**config.mk**
```make
export PLATFORM = sky130hd
export DESIGN_NAME = dma_mem_responder
export DESIGN_NICKNAME = d
export VERILOG_FILES = /design/src/rtl/dma_mem_responder.sv
export SDC_FILE = /design/constraint.sdc
export NUM_CORES = 1
export LEC_CHECK = 0
export ABC_AREA = 1
export BUFFER_PORTS_ARGS = -buffer_cell sky130_fd_sc_hd__buf_2
export CORE_ASPECT_RATIO = 1.25
export CORE_MARGIN = 2
export CORE_UTILIZATION = 51
export CTS_CLUSTER_SIZE = 25
export DETAILED_ROUTE_END_ITERATION = 12
export PLACE_DENSITY = 0.87
export SLEW_MARGIN = 20
export SYNTH_ARGS = -nofsm -noshare
export SYNTH_HDL_FRONTEND = slang
export SYNTH_SLANG_ARGS = --single-unit
export TNS_END_PERCENT = 100
```
**constraint.sdc**
```tcl
create_clock -name clk -period 5.1 [get_ports clk]
set_input_delay 0.51 -clock clk [delete_from_list [all_inputs] [get_ports clk]]
set_output_delay 0.51 -clock clk [all_outputs]
set_load 0.05 [all_outputs]
```
**src/rtl/dma_mem_responder.sv**
```systemverilog
`default_nettype none
// ============================================================================
// Module  : dma_mem_responder
// Brief   : Single-outstanding DMA request-bus responder in front of a 1-cycle
//           synchronous SRAM, with wait states, range checking and error record.
// Revision: 1.0 - initial release
// ============================================================================
module dma_mem_responder #(
    parameter logic [31:0] BASE_ADDR   = 32'h0000_0000,
    parameter int          ADDR_W      = 14,
    parameter int          WAIT_CYCLES = 0,
    parameter int          TURN_CYCLES = 1
) (
    input  logic              clk,
    input  logic              rst,
    input  logic              R_req,
    input  logic [31:0]       AR_ADDR,
    output logic [31:0]       R_DATA,
    output logic              R_valid,
    input  logic              W_req,
    input  logic [31:0]       AW_ADDR,
    input  logic [31:0]       W_DATA,
    output logic              W_done,
    output logic              mem_CEB,
    output logic              mem_WEB,
    output logic [ADDR_W-1:0] mem_A,
    output logic [31:0]       mem_DI,
    input  logic [31:0]       mem_DO,
    output logic              err_flag,
    output logic [31:0]       err_addr,
    input  logic              err_clr
);

    localparam logic [2:0] c_st_idle   = 3'd0;
    localparam logic [2:0] c_st_wait   = 3'd1;
    localparam logic [2:0] c_st_access = 3'd2;
    localparam logic [2:0] c_st_resp   = 3'd3;
    localparam logic [2:0] c_st_turn   = 3'd4;

    localparam logic [7:0]  c_wait_load = 8'(WAIT_CYCLES > 0 ? WAIT_CYCLES - 1 : 0);
    localparam logic [7:0]  c_turn_load = 8'(TURN_CYCLES > 0 ? TURN_CYCLES - 1 : 0);
    localparam logic [32:0] c_window    = 33'(64'd4 << ADDR_W);

    logic [2:0]        state_q,    state_d;
    logic [7:0]        cnt_q,      cnt_d;
    logic              op_wr_q,    op_wr_d;
    logic              bad_q,      bad_d;
    logic [31:0]       addr_q,     addr_d;
    logic [ADDR_W-1:0] word_q,     word_d;
    logic [31:0]       data_q,     data_d;
    logic              err_flag_q, err_flag_d;
    logic [31:0]       err_addr_q, err_addr_d;

    logic [31:0] w_req_addr;
    logic [31:0] w_offset;
    logic        w_bad;

    assign w_req_addr = W_req ? AW_ADDR : AR_ADDR;
    // Offset wraps for addresses below the base, landing out of range.
    assign w_offset   = w_req_addr - BASE_ADDR;
    assign w_bad      = ({1'b0, w_offset} >= c_window) || (w_req_addr[1:0] != 2'b00);

    always_comb begin
        state_d    = state_q;
        cnt_d      = cnt_q;
        op_wr_d    = op_wr_q;
        bad_d      = bad_q;
        addr_d     = addr_q;
        word_d     = word_q;
        data_d     = data_q;
        err_flag_d = err_flag_q;
        err_addr_d = err_addr_q;

        if (err_clr) begin
            err_flag_d = 1'b0;
            err_addr_d = 32'h0;
        end

        case (state_q)
            c_st_idle: begin
                if (W_req || R_req) begin
                    op_wr_d = W_req;
                    addr_d  = w_req_addr;
                    bad_d   = w_bad;
                    word_d  = w_offset[ADDR_W+1:2];
                    if (W_req) begin
                        data_d = W_DATA;
                    end
                    if (WAIT_CYCLES > 0) begin
                        state_d = c_st_wait;
                        cnt_d   = c_wait_load;
                    end else begin
                        state_d = c_st_access;
                    end
                end
            end
            c_st_wait: begin
                if (cnt_q == 8'd0) begin
                    state_d = c_st_access;
                end else begin
                    cnt_d = cnt_q - 8'd1;
                end
            end
            c_st_access: begin
                state_d = c_st_resp;
            end
            c_st_resp: begin
                state_d = c_st_turn;
                cnt_d   = c_turn_load;
                // A new error outranks a simultaneous clear.
                if (bad_q && !err_flag_d) begin
                    err_flag_d = 1'b1;
                    err_addr_d = addr_q;
                end
            end
            c_st_turn: begin
                if (cnt_q == 8'd0) begin
                    state_d = c_st_idle;
                end else begin
                    cnt_d = cnt_q - 8'd1;
                end
            end
            default: begin
                state_d = c_st_idle;
            end
        endcase
    end

    always_ff @(posedge clk or posedge rst) begin
        if (rst) begin
            state_q    <= c_st_idle;
            cnt_q      <= 8'd0;
            op_wr_q    <= 1'b0;
            bad_q      <= 1'b0;
            addr_q     <= 32'h0;
            word_q     <= '0;
            data_q     <= 32'h0;
            err_flag_q <= 1'b0;
            err_addr_q <= 32'h0;
        end else begin
            state_q    <= state_d;
            cnt_q      <= cnt_d;
            op_wr_q    <= op_wr_d;
            bad_q      <= bad_d;
            addr_q     <= addr_d;
            word_q     <= word_d;
            data_q     <= data_d;
            err_flag_q <= err_flag_d;
            err_addr_q <= err_addr_d;
        end
    end

    assign mem_CEB  = !((state_q == c_st_access) && !bad_q);
    assign mem_WEB  = !((state_q == c_st_access) && !bad_q && op_wr_q);
    assign mem_A    = word_q;
    assign mem_DI   = data_q;
    assign R_valid  = (state_q == c_st_resp) && !op_wr_q;
    assign W_done   = (state_q == c_st_resp) && op_wr_q;
    assign R_DATA   = (R_valid && !bad_q) ? mem_DO : 32'h0;
    assign err_flag = err_flag_q;
    assign err_addr = err_addr_q;

endmodule
`default_nettype wire

```
# Word-level counts from Yosys, hierarchy flattened
# Index checks and enable logic that the tools add are counted.
# classes
n_addsub,1
order_cmp,1
n_eq_ne,8
n_mux,14
reduce_logical,22
# op_table
op,count
two-way mux 32 bit,5
"greater-or-equal comparator 32 x 17 -> 1 bit, second input constant",1
one-hot mux 8 bit (2 select lines),1
one-hot mux 3 bit (5 select lines),1
two-way mux 3 bit,3
logical NOT 8 bit,1
two-way mux 8 bit,1
"inequality test 2 bit, second input constant",4
"subtractor 8 x 1 -> 8 bit, second input constant",1
"== test 3 x 2 -> 1 bit, second input constant",2
logical AND 1 bit,6
AND reduction 3 bit,2
logical NOT 1 bit,5
AND reduction 2 bit,2
nonzero test 2 bit,2
"== test 3 x 1 -> 1 bit, second input constant",1
"== test 3 bit, second input constant",1
logical NOT 3 bit,1
two-way mux 1 bit,3
logical OR 1 bit,2
OR reduction 2 bit,1
# word_totals
register_bits,124
in_bits,133
output_inout_bits,115
wordCells,55

# Depth between registers and ports, before layout
# Gate-level depths: netlist of the first run.
# depth
ltp_word,5
ltp_mapped,11
depth_no_buf,9

# Least setup slack after synthesis of the first run
# Ideal clock, no wire load.
# synth_path
kind,register to output
from,register state_q[1]
to,output port R_DATA[10]
arrival_ns,2.210
t_required_ns,4.590
setup_slack_ns,2.380
path_stages_with_launch,8
path_buffers,1
path_cell_list,dfrtp_1 -> inv_2 -> nor3_4 -> inv_2 -> nor2_2 -> nand2_1 -> buf_2 -> nor2_1
# synth_between
elab_chain_len,4
# synth_rtl
element,line,source
start: declaration,44,"logic [2:0] state_q, state_d;"
start signal: assignment,131,state_q <= c_st_idle;
start signal: assignment,141,state_q <= state_d;
== test 3 x 2 -> 1 bit,157,assign R_valid = (state_q == c_st_resp) && !op_wr_q;
logical AND 1 bit,157,
net R_valid,19,"output logic R_valid,"
logical AND 1 bit,159,assign R_DATA = (R_valid && !bad_q) ? mem_DO : 32'h0;
two-way mux 32 bit,159,
end: declaration,18,"output logic [31:0] R_DATA,"
# The timed path passes the listed nets, and every way through them passes these cells.

# Worst setup path after layout of the first run
# layout_path
from,register state_q[1]
to,output port R_DATA[5]
# layout_between
elab_chain_len,4
# layout_rtl
element,line
== test 3 x 2 -> 1 bit,157
logical AND 1 bit,157
logical AND 1 bit,159
two-way mux 32 bit,159
# No other way between the ends.

==> results of run 1 <==
==> worst max-delay path, stage by stage, from the launching register on <==
cell	delay (ns)
dfrtp_1	0.44
inv_2	0.09
nor3_4	0.20
inv_2	0.10
nor2_2	0.10
nand2_1	0.56
nor2_1	0.39
buf_2	0.33
==> routing by layer <==
layer,global-route usage,vias up,routed length [µm]
li1,-,2327,-
met2,0.4196,229,6957
met1,0.3326,2153,5836
met5,0,-,0
met3,0.05800,29,1222
met4,0.09554,0,387
==> layout make-up <==
class	instances	area [µm²]	share of cell area
clock inverter	3	50.05	0.007337
inverter	97	366.6	0.05374
clock buffer	12	256.5	0.03760
timing repair buffer	249	1251	0.1834
multi-input combinational	359	1983	0.2907
tap	129	161.4	0.02366
sequential	110	2753	0.4035
==> worst max path at each step <==
stage	to
final	R_DATA[5]
after global routing	R_DATA[4]
after CTS	R_DATA[5]
after detailed placement	addr_q[29]$_DFFE_PP0P_
after global placement	op_wr_q$_DFFE_PP0P_
after floorplan	addr_q[0]$_DFFE_PP0P_
==> logic make-up (layout without fill, tap and decap cells) <==
family,Yosys count,count (layout),share of synthesized area
simple gates,241,241,0.1889
buf+inv,140,361,0.1175
flops,110,110,0.5138
compound gates,82,82,0.08431
mux,32,32,0.08758
fa+ha+maj,2,2,0.004670
xor+xnor,2,2,0.003270
==> power by group <==
group          switching [mW]  leakage, nW  total (mW)  internal [mW]
registers               0.241         1.39        1.51           1.26
logic                    1.76         2.46        2.42          0.661
clock network           0.311        0.151       0.721          0.411
total                    2.31         4.00        4.64           2.34
==> metrics by stage <==
stage,power [mW],area (µm²),util
6_report,4.645,6822,0.6716
5_1_grt,4.896,6822,0.6716
4_1_cts,4.655,6814,0.6709
3_5_place_dp,3.912,6507,0.6407
3_3_place_gp,3.839,6507,0.6407
2_1_floorplan,3.431,5358,-
==> sequential cells by signal, indices dropped and copies added, names as in the netlist <==
name	count
addr_q	32
err_addr	32
mem_DI	32
cnt_q	8
state_q	3
bad_q	1
err_flag	1
op_wr_q	1
==> placed cells by master (no fill, tap or decap), types with 2 or more instances in the layout <==
cell type and count:
mux2_4 29, clkbuf_8 2, clkbuf_16 9, o21ai_0 61, ha_1 2, o21ai_1 5
mux2_2 3, nand2_2 3, inv_2 4, xor2_1 2, nor2_1 79, nand2_1 104
buf_4 2, o31ai_1 14, inv_1 92, dfrtp_1 110, nand3_1 47, buf_2 247
==> reports/qor.txt, run 1 <==
Seq cells post-synth = 110
Commonest cells in the netlist = dfrtp_1 (110), nand2_1 (104), inv_1 (93), nor2_1 (79), o21ai_0 (61)
Core Area = 10160 µm²
Fin Setup TNS = 0 ns
Max-cap violations = 0
Num CTS Buffers = 9
R2r startpoint = state_q[0]$_DFFE_PP0P_
Fin crit share = 0.6032
Hold Path Class = input pin to async pin
GR Util All Layers = 0.2576
Post-synth EDFFs = 0
Initial DRC Count = 314
CP startpoint = state_q[1]$_DFFE_PP0P_
Crit path capture type = output port
Synth Cell Area = 5358 µm²
Hold_ws = 0.3081 ns
Top FF cell, synth = dfrtp_1
Post-route setup slack = 2.024 ns
Syn-to-layout area delta = 27.32%
Critical path arrival = 2.57 ns
Final setup viols = 0
Diodes inserted = 0
Leakage = 3.999 nW
Crit path max fanout = 32
Asr flop ratio synth = 1.000
Share of the synthesized area in the top cell type = 0.5138
Max Root-Sink Buffers = 2
Setup Skew = 0.01260 ns
Setup Fix Bufs, Post-CTS = 0
Max Clk Rate = 325.1 MHz
First-pass GRT wire length = 22.58 mm
Die W = 95.68 µm
Most frequent cell after synthesis = dfrtp_1
Pre-Repair DR Iteration Count = 5
Vias in the first global route = 4508
Reg-to-Reg End = mem_DI[18]$_DFFE_PP0P_
TritonCTS clock tree = done
DR vias/cell = 4.941
Status = completed
CTS root buffer = clkbuf_16
Total gr overflow = 0
Post-DR wirelength/cell = 15.02 µm
Fillers = 839
Syn Inst Count = 609
Setup slack, reg-to-reg = 2.97 ns
Biggest area consumer among synthesized cells = dfrtp_1
FP Rows = 41
Clk slew on worst S/H paths = 0.08 ns
Sequential share of the synthesized area = 0.5138
GP Congestion = 0.8237
Peak VDD IR = 0.4840 mV
DRC = 0
Slew HR = 0.2605
Placed insts = 944
Ratio of cells with drive above 1 in the final layout = 0.3735
CTS resizes = 0
R2R depth = 5
Post-synth net total = 744
Layout Cells excl Fill = 959
Final Max Tran Viols = 0
Hold Vio Cnt, Final = 0
RSZ-0062 raised after global routing = false
Dpl hpwl = 10.74 mm
Netlist cell types = 28
Top post-synthesis cells by area = dfrtp_1 (51%), mux2_4 (8.1%), nand2_1 (7.3%)
Clk Latency, worst-skew pair = 0.35 ns
Post-CTS Hold Buffers = 0
Setup WS pre-CTS = 2.095 ns
Critical path launch point type = register
Die H = 118.6 µm
Setup CP Type = register to output port
Antenna-violating nets left = 0
Input/output buffers = 247
Required time of the worst setup path = 4.59 ns
Die ar. = 11350 µm²
Synth warn = 0
Worst Tran Pin Value = 1.105 ns
Power per Cell Area = 680.9 nW/µm²
H-tree level count = 3
Largest net degree at the start of global routing = 67
I/O Pins = 248
Starting Density = 0.5275
Final WL = 14.40 mm
Via count = 4738
Mean area per synthesized cell = 8.797 µm²
# nets final = 961
Post-layout min period = 3.076 ns
Initial antenna violation count = 0
Clock Sinks = 110
(Power assumes the default switching activity.)
==> inputs of run 2 (changes only) <==
- CORE_UTILIZATION: 51 -> 43
- PLACE_DENSITY: 0.87 -> 0.78
- clock period: 5.1 -> 2.6 ns (I/O delays scaled with it)
==> run 2 against run 1 <==
Against the previous run:
- combinational power increased by 96%
- global-route usage is 4.2 points lower
- power is 94% higher
- routed wire length down 1.1%
- clock-buffer cell count is 2 lower
- worst setup slack got worse by 1.6 ns
- final cell count grew 4.6%
- sequential power is 93% higher
- cell area is 1.5% higher
- register-to-register slack got worse by 2.0 ns
- the run now ends with hold timing left
- sequential share of layout area is 0.60 points lower
==> reports/qor.txt, run 2 (synthesis results as in run 1) <==
Placed standard-cell area = 6630 µm² (+1.9%)
Pre-Repair DR Iteration Count = 4 (-1)
Vias in the first global route = 4561 (+1.2%)
Clk Latency, worst-skew pair = 0.35 ns (about the same)
GP Congestion = 0.8445 (+2.5%)
Failing checks = hold timing
FP Rows = 45 (+9.8%)
H-tree level count = 3 (unchanged)
GR Util All Layers = 0.2159 (-0.04166)
Final WL = 14.24 mm (-1.1%)
Fillers = 1178 (+40%)
Hold_ws = -0.0006601 ns (-0.3088 ns)
Final Max Tran Viols = 0 (unchanged)
Leakage = 4.024 nW (+0.62%)
R2r startpoint = state_q[2]$_DFFE_PP0P_
Required time of the worst setup path = 2.34 ns (-2.25 ns)
Peak VDD IR = 0.6433 mV (+33%)
Hold Vio Cnt, Final = 1 (+1)
CTS resizes = 0 (unchanged)
Dpl hpwl = 10.83 mm (+0.83%)
Largest net degree at the start of global routing = 66 (-1.5%)
Max Root-Sink Buffers = 2 (unchanged)
Crit path capture type = output port
Critical path launch point type = register
Status = complete, but fails checks
Final setup viols = 0 (unchanged)
Clock Sinks = 110 (unchanged)
RSZ-0062 raised after global routing = false
Most common cell after layout, fill and taps aside = buf_2
Hold Path Class = input pin to async pin
Power per Cell Area = 1303 nW/µm² (+91%)
I/O Pins = 248 (unchanged)
Starting Density = 0.4405 (-0.08693)
CTS root buffer = clkbuf_16
Fin crit share = 0.8370
Total gr overflow = 0 (unchanged)
Clk slew on worst S/H paths = 0.07 ns (about the same)
Final instance area = 6924 µm² (+1.5%)
Die ar. = 13370 µm² (+18%)
Core Area = 12160 µm² (+20%)
Input/output buffers = 247 (unchanged)
Post-CTS Hold Buffers = 0 (unchanged)
Setup CP Type = register to output port
Seq pwr share = 0.324 (about the same)
Switching pwr = 4.479 mW (+94%)
Int Power = 4.540 mW (+94%)
Ratio of cells with drive above 1 in the final layout = 0.3787 (+0.005240)
First-pass GRT wire length = 22.65 mm (+0.31%)
Num CTS Buffers = 9 (unchanged)
TritonCTS clock tree = done
Worst Tran Pin Value = 0.5776 ns (-0.5278 ns)
Clock power share = 0.150 (-0.005)
Setup Skew = 0.007166 ns (-0.005437 ns)
Sw Ratio = 0.4966 (-0.0005411)
Crit path max fanout = 32 (unchanged)
Post-layout min period = 2.176 ns
# nets final = 968 (+0.73%)
Syn-to-layout area delta = 29.24%
Max Clk Rate = 459.5 MHz
Logic pwr share = 0.526 (+0.005)
Initial DRC Count = 185 (-41%)
Max-cap violations = 0 (unchanged)
Die W = 103.8 µm (+8.5%)
Critical path arrival = 1.92 ns (-0.65 ns)
Die H = 128.8 µm (+8.6%)
Fin Setup TNS = 0 ns (unchanged)
DRC = 0 (unchanged)
DR vias/cell = 4.673 (-5.4%)
Most frequent cells in the layout = buf_2 (247), dfrtp_1 (110), nand2_1 (104)
Antenna-violating nets left = 0 (unchanged)
CP startpoint = state_q[1]$_DFFE_PP0P_
Post-DR wirelength/cell = 14.20 µm (-5.5%)
Via count = 4687 (-1.1%)
Initial antenna violation count = 2 (+2)
Slew HR = 0.6149 (+0.3545)
Setup Fix Bufs, Post-CTS = 0 (unchanged)
run 2: cell types whose count changed in the layout (fill, tap and decap cells not counted), sizes merged:
cell / before / now
clkinv: 0 / 2
diode: 0 / 2
clkbuf: 12 / 10
buf: 249 / 256
inv: 99 / 97
clkinvlp: 0 / 2
run 2: metal layers:
metal | vias to the layer above | routed length (µm) | global-route usage | share of wire
li1 | 2341 | - | - | -
met1 | 2136 | 5705 | 0.2510 | 0.40
met2 | 186 | 7226 | 0.3893 | 0.51
met3 | 24 | 918 | 0.03799 | 0.064
met4 | 0 | 391 | 0.1017 | 0.027
met5 | - | 0 | 0 | 0
run 2: worst max-delay path: stages, from the launching register on:
cell and delay [ns]:
dfrtp_1 0.45, inv_2 0.10, nor3_4 0.16, inv_2 0.08, nor2_2 0.10, nand2_1 0.06
buf_4 0.23, nor2_1 0.12, buf_2 0.27
run 2: area by class of cell:
type / count / area [µm²] / area share
well taps: 164 / 205.2 / 0.02964
clock inverters: 5 / 60.06 / 0.008674
clock buffers: 10 / 229.0 / 0.03307
inverters: 97 / 367.9 / 0.05313
diodes: 2 / 5.005 / 0.0007228
multi-input cells: 359 / 1976 / 0.2853
flip-flops and latches: 110 / 2753 / 0.3975
repair buffers: 256 / 1329 / 0.1919
run 2: metrics by stage:
stage / cells / util / hold slack [ns] / worst slack, ns / power (mW)
floorplan: 609 / - / 0.4085 / 0.1300 / 6.731
global placement: 986 / 0.5452 / 0.3988 / 0.8862 / 7.599
detailed placement: 986 / 0.5452 / 0.4072 / 0.8062 / 7.704
CTS: 1001 / 0.5689 / 0.02849 / 0.4255 / 9.098
global route: 1003 / 0.5693 / 0.03761 / 0.2956 / 9.539
finish: 1003 / 0.5693 / -0.0006601 / 0.4238 / 9.019
run 2: worst paths after layout:
path / slack, ns / to / depth (start not counted)
min in group clk: 0.14 / mem_DI[26]$_DFFE_PP0P_ / 2
max in group asynchronous: 2.07 / addr_q[28]$_DFFE_PP0P_ / 3
worst min-delay path: -0.0007 / mem_DI[12]$_DFFE_PP0P_ / 3
worst max-delay path: 0.42 / R_DATA[29] / 8
worst max register to register: 0.93 / cnt_q[6]$_DFFE_PP0P_ / 9
worst min register to register: 0.49 / addr_q[0]$_DFFE_PP0P_ / 2
run 2: power by group through the flow:
stage,Clock (mW),Combinational (mW),Sequential (mW)
after CTS,1.39,4.78,2.92
after detailed placement,0,4.76,2.95
after global routing,1.44,5.09,3.01
after floorplan,0,2.26,4.47
after global placement,0,4.70,2.90
final,1.35,4.74,2.92
==> inputs of run 3 (changes only) <==
- clock period: 2.6 -> 2 ns (I/O delays scaled with it)
==> run 3 against run 2 <==
Against the previous run:
- the run ends with setup timing left
- non-clock buffer count grew 8
- sequential cell count unchanged
- first-iteration DRC count grew 24%
- combinational power increased by 32%
- worst setup slack got worse by 0.46 ns
- register-to-register slack lost 0.64 ns
- critical path depth unchanged
- critical path type unchanged
- largest power group unchanged
==> reports/qor.txt, run 3 (synthesis results as in run 1) <==
Status = complete, but fails checks
Failing checks = setup timing
Post-route setup slack = -0.03159 ns (-0.4554 ns)
Input/output buffers = 247 (unchanged)
DR vias/cell = 4.651 (-0.48%)
GP Congestion = 0.8453 (about the same)
Crit path max fanout = 16 (-50%)
Hold Vio Cnt, Final = 0 (-1)
I/O Pins = 248 (unchanged)
Peak VDD IR = 0.7507 mV (+17%)
Setup slack, reg-to-reg = 0.29 ns (-0.64 ns)
Ratio of cells with drive above 1 in the final layout = 0.4173 (+0.03852)
Reg-to-Reg End = cnt_q[7]$_DFFE_PP0P_
Slew HR = 0.6199 (+0.004913)
Most frequent cells in the layout = buf_2 (215), dfrtp_1 (109), nand2_1 (103)
WL met3 = 1.550 mm (+69%)
Critical path launch point type = register
Placed insts = 987 (+0.10%)
Vias in the first global route = 4446 (-2.5%)
Initial DRC Count = 229 (+24%)
Routed wl met2 = 6.931 mm (-4.1%)
Hold path endpoint = mem_DI[26]$_DFFE_PP0P_
Pre-Repair DR Iteration Count = 4 (unchanged)
Final WL = 14.91 mm (+4.7%)
CTS root buffer = clkbuf_16
Die ar. = 13370 µm² (unchanged)
Final Total Pwr = 11.87 mW (+32%)
Die W = 103.8 µm (unchanged)
Leakage = 4.123 nW (+2.4%)
Total gr overflow = 0 (unchanged)
Final Max Tran Viols = 0 (unchanged)
Final instance area = 7388 µm² (+6.7%)
Max Root-Sink Buffers = 2 (unchanged)
Dpl hpwl = 10.77 mm (-0.60%)
Max-cap violations = 0 (unchanged)
Setup Skew = 0.007612 ns (+0.0004461 ns)
DRC = 0 (unchanged)
H-tree level count = 3 (unchanged)
TritonCTS clock tree = done
First-pass GRT wire length = 22.74 mm (+0.40%)
Register area = 2754 µm² (about the same)
Antenna-violating nets left = 0 (unchanged)
Hold Path Class = input pin to register
Worst Hold Path Cells = 2
Met1 wire length = 6.063 mm (+6.3%)
Placed standard-cell area = 6693 µm² (+0.94%)
Syn-to-layout area delta = 37.90%
Initial antenna violation count = 8 (+6)
Max Clk Rate = 492.2 MHz
# nets final = 976 (+0.83%)
Critical path arrival = 1.83 ns (-0.09 ns)
GR Util All Layers = 0.2176 (+0.001653)
RSZ-0062 raised after global routing = true
Fin crit share = 1.016
Post-DR wirelength/cell = 14.68 µm (+3.4%)
Clock Sinks = 110 (unchanged)
Starting Density = 0.4405 (unchanged)
Setup CP Type = register to output port
Layout Cells excl Fill = 1016 (+1.3%)
R2R depth = 10 (+1)
Clk slew on worst S/H paths = 0.08 ns (about the same)
Largest net degree at the start of global routing = 65 (-1.5%)
Highest routed layer = met5
FP Rows = 45 (unchanged)
Num CTS Buffers = 9 (unchanged)
Required time of the worst setup path = 1.80 ns (-0.54 ns)
Crit path capture type = output port
Clk Latency, worst-skew pair = 0.35 ns (about the same)
Critical hold path startpoint = W_DATA[26]
Core Area = 12160 µm² (unchanged)
Final setup viols = 1 (+1)
Worst Tran Pin Value = 0.5690 ns (-0.008566 ns)
Via count = 4725 (+0.81%)
Most common cell after layout, fill and taps aside = buf_2
Post-layout min period = 2.032 ns
Power per Cell Area = 1606 nW/µm² (+23%)
R2r startpoint = state_q[0]$_DFFE_PP0P_
Die H = 128.8 µm (unchanged)
Fillers = 1059 (-10%)
Area of the multi-input gates = 2093 µm² (+6.0%)
==> run 3: through the flow <==
step | util | worst slack, ns | hold WS, ns | setup TNS, ns
global placement | 0.5503 | 0.3152 | 0.2890 | 0
detailed placement | 0.5503 | 0.2365 | 0.2937 | 0
finish | 0.6075 | -0.03159 | 0.07450 | -0.03159
global route | 0.6067 | -0.1426 | 0.06274 | -1.925
CTS | 0.5861 | 0.01481 | 0.06762 | 0
floorplan | - | -0.2094 | 0.3485 | -5.720
==> run 3: worst max path at each step <==
stage / start / to / slack (ns) / depth (start not counted)
after floorplan: state_q[1]$_DFFE_PP0P_ / R_DATA[12] / -0.21 / 7
after global placement: state_q[1]$_DFFE_PP0P_ / R_DATA[7] / 0.32 / 8
after detailed placement: state_q[1]$_DFFE_PP0P_ / R_DATA[7] / 0.24 / 8
after CTS: state_q[2]$_DFFE_PP0P_ / R_DATA[9] / 0.01 / 7
after global routing: state_q[0]$_DFFE_PP0P_ / R_DATA[12] / -0.14 / 8
final: state_q[0]$_DFFE_PP0P_ / R_DATA[12] / -0.03 / 8
==> run 3: layout make-up <==
| cell class | count | area share |
|---|---|---|
| inverters | 97 | 0.04979 |
| well taps | 164 | 0.02777 |
| repair buffers | 264 | 0.2230 |
| clock inverters | 7 | 0.01084 |
| diodes | 6 | 0.002032 |
| multi-input cells | 359 | 0.2833 |
| flip-flops and latches | 110 | 0.3727 |
| clock buffers | 9 | 0.03048 |
==> run 3: worst max-delay path, stage by stage, from the launching register on <==
cell and delay, ns:
dfrtp_1 0.39, inv_2 0.07, nor3_4 0.21, inv_2 0.07, nor2_4 0.14, nand2_4 0.09
buf_12 0.17, nor2_1 0.12, buf_4 0.22
==> run 3: what timing repair did <==
action | CTS | global route
buffers inserted | 1 | 3
hold buffers | 1 | 0
hold endpoints to repair | 23 | 0
pin swaps | 1 | 2
cloned | 0 | 2
setup endpoints to repair | 32 | 32
gates resized for setup | 41 | 54
==> run 3: per-layer routing <==
metal,up-vias,track usage
met2,205,0.3564
met1,2117,0.2605
met4,4,0.08665
met5,-,0
met3,25,0.08359
li1,2374,-
==> run 3: power by group <==
part	switching, mW	internal, mW	leakage [nW]	total, mW
registers	0.567	3.22	1.38	3.79
logic	4.48	1.77	2.59	6.25
clock network	0.841	0.990	0.148	1.83
